==> src/rtl/menu_pkg.sv <==
// Shared types and helpers for the top-menu bar: FSM states, palette and box placement.
package menu_pkg;

    typedef enum logic {
        ST_BROWSE  = 1'b0,
        ST_CONFIRM = 1'b1
    } state_t;

    localparam logic [2:0] COL_SEP     = 3'b000;
    localparam logic [2:0] COL_BROWSE  = 3'b100;
    localparam logic [2:0] COL_CONFIRM = 3'b010;
    localparam logic [2:0] COL_OFF     = 3'b000;

    // Left x of box idx; boxes from split_idx onward are shifted by the extra split gap.
    function automatic int item_left(input int idx, input int item_w, input int item_gap,
                                     input int split_idx, input int split_gap);
        return item_gap + idx * (item_w + item_gap) + ((idx >= split_idx) ? split_gap : 0);
    endfunction

endpackage

==> src/rtl/menu_outline_hit.sv <==
// Combinational test: is (i_x, i_y) on the BORDER-thick outline of a fixed rectangle.
module menu_outline_hit #(
    parameter int LEFT   = 0,
    parameter int TOP    = 0,
    parameter int WIDTH  = 60,
    parameter int HEIGHT = 45,
    parameter int BORDER = 2
) (
    input  logic [9:0] i_x,
    input  logic [9:0] i_y,
    output logic       o_hit
);

    localparam int RIGHT  = LEFT + WIDTH - 1;
    localparam int BOTTOM = TOP + HEIGHT - 1;

    // 11 bits so right-hand boxes and border offsets never wrap.
    logic [10:0] w_x;
    logic [10:0] w_y;
    logic        w_inside;
    logic        w_edge;

    assign w_x = {1'b0, i_x};
    assign w_y = {1'b0, i_y};

    assign w_inside = (w_x >= 11'(LEFT)) && (w_x <= 11'(RIGHT)) &&
                      (w_y >= 11'(TOP))  && (w_y <= 11'(BOTTOM));

    assign w_edge = (w_x < 11'(LEFT + BORDER)) || (w_x > 11'(RIGHT - BORDER)) ||
                    (w_y < 11'(TOP + BORDER))  || (w_y > 11'(BOTTOM - BORDER));

    assign o_hit = w_inside && w_edge;

endmodule

==> src/rtl/menu_bar_nav.sv <==
// Top-menu bar: cursor navigation FSM with confirm hold, blinking outline of the
// displayed item and a horizontal separator line, rendered one clock behind pix_x/pix_y.
module menu_bar_nav
    import menu_pkg::*;
#(
    parameter int N_ITEMS      = 6,
    parameter int ITEM_W       = 60,
    parameter int ITEM_GAP     = 10,
    parameter int SPLIT_IDX    = 3,
    parameter int SPLIT_GAP    = 210,
    parameter int Y_TOP        = 17,
    parameter int ITEM_H       = 45,
    parameter int BORDER       = 2,
    parameter int SEP_Y        = 80,
    parameter int BLINK_FRAMES = 16,
    parameter int HOLD_FRAMES  = 30,
    localparam int IDXW        = $clog2(N_ITEMS)
) (
    input  logic            clk,
    input  logic            reset,
    input  logic            frame_tick,
    input  logic            btn_left,
    input  logic            btn_right,
    input  logic            btn_enter,
    input  logic [9:0]      pix_x,
    input  logic [9:0]      pix_y,
    output logic            graph_on,
    output logic [2:0]      graph_rgb,
    output logic [IDXW-1:0] cursor,
    output logic            sel_valid,
    output logic [IDXW-1:0] sel_index
);

    localparam int HW = $clog2(HOLD_FRAMES + 1);
    localparam int BW = $clog2(2 * BLINK_FRAMES);

    state_t          r_state;
    logic [IDXW-1:0] r_cursor;
    logic [IDXW-1:0] r_disp;
    logic [IDXW-1:0] r_sel_index;
    logic            r_sel_valid;
    logic [HW-1:0]   r_hold;
    logic [BW-1:0]   r_blink;
    logic            r_graph_on;
    logic [2:0]      r_graph_rgb;

    logic [N_ITEMS-1:0] w_hit;
    logic               w_sep;
    logic               w_vis;
    logic               w_box;
    logic               w_on;
    logic [2:0]         w_rgb;

    // One outline tester per item; only the displayed one is selected below.
    for (genvar gi = 0; gi < N_ITEMS; gi++) begin : g_box
        menu_outline_hit #(
            .LEFT  (item_left(gi, ITEM_W, ITEM_GAP, SPLIT_IDX, SPLIT_GAP)),
            .TOP   (Y_TOP),
            .WIDTH (ITEM_W),
            .HEIGHT(ITEM_H),
            .BORDER(BORDER)
        ) u_hit (
            .i_x  (pix_x),
            .i_y  (pix_y),
            .o_hit(w_hit[gi])
        );
    end

    assign w_sep = (pix_y >= 10'(SEP_Y - 2)) && (pix_y <= 10'(SEP_Y));
    assign w_vis = (r_state == ST_CONFIRM) || (r_blink < BW'(BLINK_FRAMES));
    assign w_box = w_hit[r_disp] && w_vis;

    always_comb begin
        w_on  = 1'b0;
        w_rgb = COL_OFF;
        if (w_sep) begin
            w_on  = 1'b1;
            w_rgb = COL_SEP;
        end else if (w_box) begin
            w_on  = 1'b1;
            w_rgb = (r_state == ST_CONFIRM) ? COL_CONFIRM : COL_BROWSE;
        end
    end

    always_ff @(posedge clk or negedge reset) begin
        if (!reset) begin
            r_state     <= ST_BROWSE;
            r_cursor    <= '0;
            r_disp      <= '0;
            r_sel_index <= '0;
            r_sel_valid <= 1'b0;
            r_hold      <= '0;
            r_blink     <= '0;
        end else begin
            r_sel_valid <= 1'b0;
            // Display index and blink phase only change at frame start.
            if (frame_tick) begin
                r_disp  <= r_cursor;
                r_blink <= (r_blink == BW'(2 * BLINK_FRAMES - 1)) ? '0 : r_blink + 1'b1;
            end
            case (r_state)
                ST_BROWSE: begin
                    if (btn_enter) begin
                        r_state     <= ST_CONFIRM;
                        r_sel_valid <= 1'b1;
                        r_sel_index <= r_cursor;
                        r_hold      <= '0;
                    end else if (btn_right && !btn_left) begin
                        r_cursor <= (r_cursor == IDXW'(N_ITEMS - 1)) ? '0 : r_cursor + 1'b1;
                    end else if (btn_left && !btn_right) begin
                        r_cursor <= (r_cursor == '0) ? IDXW'(N_ITEMS - 1) : r_cursor - 1'b1;
                    end
                end
                ST_CONFIRM: begin
                    if (frame_tick) begin
                        if (r_hold == HW'(HOLD_FRAMES - 1)) begin
                            r_state <= ST_BROWSE;
                            r_hold  <= '0;
                        end else begin
                            r_hold <= r_hold + 1'b1;
                        end
                    end
                end
                default: r_state <= ST_BROWSE;
            endcase
        end
    end

    always_ff @(posedge clk or negedge reset) begin
        if (!reset) begin
            r_graph_on  <= 1'b0;
            r_graph_rgb <= COL_OFF;
        end else begin
            r_graph_on  <= w_on;
            r_graph_rgb <= w_rgb;
        end
    end

    assign graph_on  = r_graph_on;
    assign graph_rgb = r_graph_rgb;
    assign cursor    = r_cursor;
    assign sel_valid = r_sel_valid;
    assign sel_index = r_sel_index;

endmodule

==> config.mk <==
export PLATFORM = sky130hd
export DESIGN_NAME = menu_bar_nav
export DESIGN_NICKNAME = d
export VERILOG_FILES = /design/src/rtl/menu_pkg.sv /design/src/rtl/menu_outline_hit.sv /design/src/rtl/menu_bar_nav.sv
export SDC_FILE = /design/constraint.sdc
export NUM_CORES = 1
export LEC_CHECK = 0
export ABC_AREA = 1
export CORE_MARGIN = 4
export CORE_UTILIZATION = 50
export CTS_CLUSTER_DIAMETER = 80
export DETAILED_ROUTE_END_ITERATION = 10
export PLACE_DENSITY_LB_ADDON = 0.1
export SYNTH_ARGS = -nofsm -noshare
export SYNTH_HDL_FRONTEND = slang
export SYNTH_SLANG_ARGS = --single-unit
==> constraint.sdc <==
create_clock -name clk -period 2.97 [get_ports clk]
set_input_delay 0.594 -clock clk [delete_from_list [all_inputs] [get_ports clk]]
set_output_delay 0.594 -clock clk [all_outputs]
set_load 0.05 [all_outputs]
==> results_dict.tcl <==
set metrics [dict create \
    status "finished, final reports clean" \
    syn_inst 286 \
    dp_hpwl_mm 3.28 \
    path_clk_slew_ps 80 \
    die-area_mm2 0.00479 \
    cts_tree "yes" \
    fill_cells 325 \
    path_cells "clkdlybuf4s50_1 -> nand2_4 -> nor2_1 -> nand2_1 -> o21ai_1 -> nand3_1 -> nand2_1 -> nand3_1 -> nand3_1 -> nand2_1 -> nand2_1 -> nand2_1" \
    dieWidth_um 69.2 \
    cp_common_cell "nand2_1" \
    max_stage_delay_ps 760 \
    yosysUniqueCellTypes 35 \
    cts.sinks 24 \
    wirelength_mm 4.13 \
    first_global_vias 1661 \
    synth_fp_nets 318 \
    start_kind "input pin" \
    grt_max_degree 25 \
    post_drt_wl_per_cell_um 11.3 \
    hold_violations 0 \
    fin_crit_sh_pct 76.7 \
    period_needed_ps 2280 \
    crit_family "simple AND/OR/NAND/NOR gates" \
    swShare_pct 35.3 \
    pin_count 37 \
    worst_pin_slew_ps 624 \
    cts-root-buf "clkbuf_8" \
    worstSkewPairLatency_ps 260 \
    cp_max_fo 8 \
    syn_area_per_cell_um2 6.54 \
    place_congestion 0.905 \
    comb_power_share_pct 34.4 \
    power_density_mw_per_mm2 503 \
    antenna_left 0 \
    hold_class "reg2reg" \
    synthesis.area_mm2 0.00187 \
    pwr-share-seq_pct 41.5 \
    placementRows 21 \
    final_common_cell "nand2_1" \
    core_mm2 0.00347 \
    yosysWarnings 0 \
    synth-seq-cells 24 \
    rsz0062_at_grt "false" \
    relSlewSlack_pct 58.1 \
    clkPwrFrac_pct 24.1 \
    final_cell_mix "nand2_1 (71), nor2_1 (45), clkdlybuf4s50_1 (34)" \
    path_class "in2reg" \
    drc 0 \
    drtIter0Drc 162 \
    p_switching_uw 410 \
    io_buffers 34 \
    grt_pass1_wl_mm 7.16 \
    total_power_mw 1.16 \
    setup_violations 0 \
    tns_ps 0 \
    p_int_uw 750 \
    cts_resized 0 \
    initial_core_util_pct 54.0 \
    cts_setup_buffers 0 \
    via_per_inst 5.04 \
    slowest_stage "clkdlybuf4s50_1" \
    antenna_found_initial 0 \
    gr-total-overflow 0 \
    cp-end-kind "flop" \
    syn_to_final_growth_pct 23.3 \
    p_leak_nw 1.12 \
    fmax_mhz 439 \
    crit_buf_inv 1 \
    drv_slew 0 \
    ctsHtreeMaxLevel 1 \
    yosysSeqAreaShare_pct 32.1 \
    fp.dieH_um 69.2 \
    insertedDiodeCount 0 \
    grt.total_usage_pct 17.4 \
    cap_viol_max_count 0 \
    cp.arrival_ps 2430 \
    final.setup_skew_ps 0.838 \
    first_pass_iters 4 \
    clockBufferDepth 2 \
    worstPathRequired_ps 3120 \
    cts-buffers-inserted 3 \
    vias 1846 \
    vdd_drop_max_mv 0.562 \
    nNetsFinal 353 \
    drive_gt1_share_pct 6.25 \
    cts-hold-fix-buffers 0 \
]
==> kinds of logic after synthesis <==
group	share of synthesized area, %
AND/OR/NAND/NOR	38.7
XOR/XNOR	1.40
buffers and inverters	9.62
adder cells (fa/ha/maj)	4.01
flip-flops	32.1
AO/OA/AOI/OAI	14.0
other	0.200
==> final cells by class <==
type	instances	area [µm²]	share of cell area [%]
Clock buffer	3	41.3	1.79
Clock inverter	1	30.0	1.30
Inverter	37	139	6.02
Multi-Input combinational cell	220	1090	47.3
Sequential cell	24	601	26.0
Tap cell	46	57.6	2.49
Timing Repair Buffer	35	348	15.1
==> metal layers <==
layer / up-vias / part of all wire, % / GRT usage, %
li1: 990 / - / -
met1: 802 / 49 / 24.5
met2: 50 / 46 / 28.0
met3: 4 / 5.3 / 4.06
met4: 0 / 0.51 / 2.60
met5: - / 0 / 0
==> worst min-delay path, delay by kind of cell, from the launching register on <==
family           cells  cell delay, ps
flip-flops           1             350
AND/OR/NAND/NOR      1              50
AO/OA/AOI/OAI        1              60
==> final timing paths <==
kind	start	end	slack, ps	cells past startpoint
min	sel_index[2]	sel_index[2]	500	2
max in group asynchronous	reset	cursor[0]	2060	2
max	pix_x[7]	graph_on	690	12
max reg2reg	r_disp[0]	graph_rgb[2]	1600	10
min in group asynchronous	reset	r_blink[2]	680	2
min reg2reg	sel_index[2]	sel_index[2]	500	2
==> synthesized netlist by cell type <==
master / number / share of area [%]
a21oi_2: 1 / 0.47
o22ai_1: 1 / 0.33
nor2_2: 1 / 0.33
dfrtp_1: 24 / 32
inv_1: 33 / 6.6
clkbuf_1: 1 / 0.20
o21ai_1: 2 / 0.53
o21ai_0: 16 / 4.3
o21a_1: 1 / 0.40
nand3b_1: 1 / 0.40
or2_2: 1 / 0.33
nand2_4: 4 / 2.4
inv_2: 3 / 0.60
nor3_1: 8 / 2.1
buf_4: 2 / 0.80
a31oi_1: 4 / 1.3
nand3_1: 24 / 6.4
nor2_4: 2 / 1.2
xnor2_1: 1 / 0.47
conb_1: 1 / 0.20
o211ai_1: 2 / 0.80
nor3_2: 1 / 0.53
nand2_2: 1 / 0.33
o21ai_2: 1 / 0.47
o31ai_1: 1 / 0.40
nand2_1: 71 / 14
ha_1: 6 / 4.0
clkinv_1: 1 / 0.20
nor2_1: 45 / 9.0
xor2_1: 2 / 0.94
a21oi_1: 17 / 4.5
and2_1: 1 / 0.33
nand4_1: 3 / 1.0
o21bai_1: 1 / 0.40
buf_6: 2 / 1.2
==> power by group through the flow <==
stage | Sequential, mW | Clock (mW) | Combinational [mW]
after global placement | 0.481 | 0 | 0.389
after floorplan | 0.529 | 0 | 0.220
final | 0.482 | 0.280 | 0.399
after detailed placement | 0.484 | 0 | 0.401
after CTS | 0.481 | 0.288 | 0.402
after global routing | 0.494 | 0.305 | 0.456
==> flip-flops by register name (all words and copies together), names as in the netlist <==
name,flops
cursor,3
sel_valid,1
graph_on,1
graph_rgb,2
r_disp,3
r_hold,5
sel_index,3
r_blink,5
r_state,1
==> metrics by stage <==
stage | hold WS [ps] | cells | instance area, µm² | util (%) | setup WS (ps)
finish | 503 | 366 | 2310 | 66.5 | 693
global route | 552 | 366 | 2310 | 66.5 | 531
CTS | 503 | 366 | 2310 | 66.5 | 723
detailed placement | 479 | 362 | 2240 | 64.5 | 440
global placement | 474 | 362 | 2240 | 64.5 | 467
floorplan | 298 | 286 | 1870 | - | 1240
Note: power is estimated with default switching activity, not from simulation.
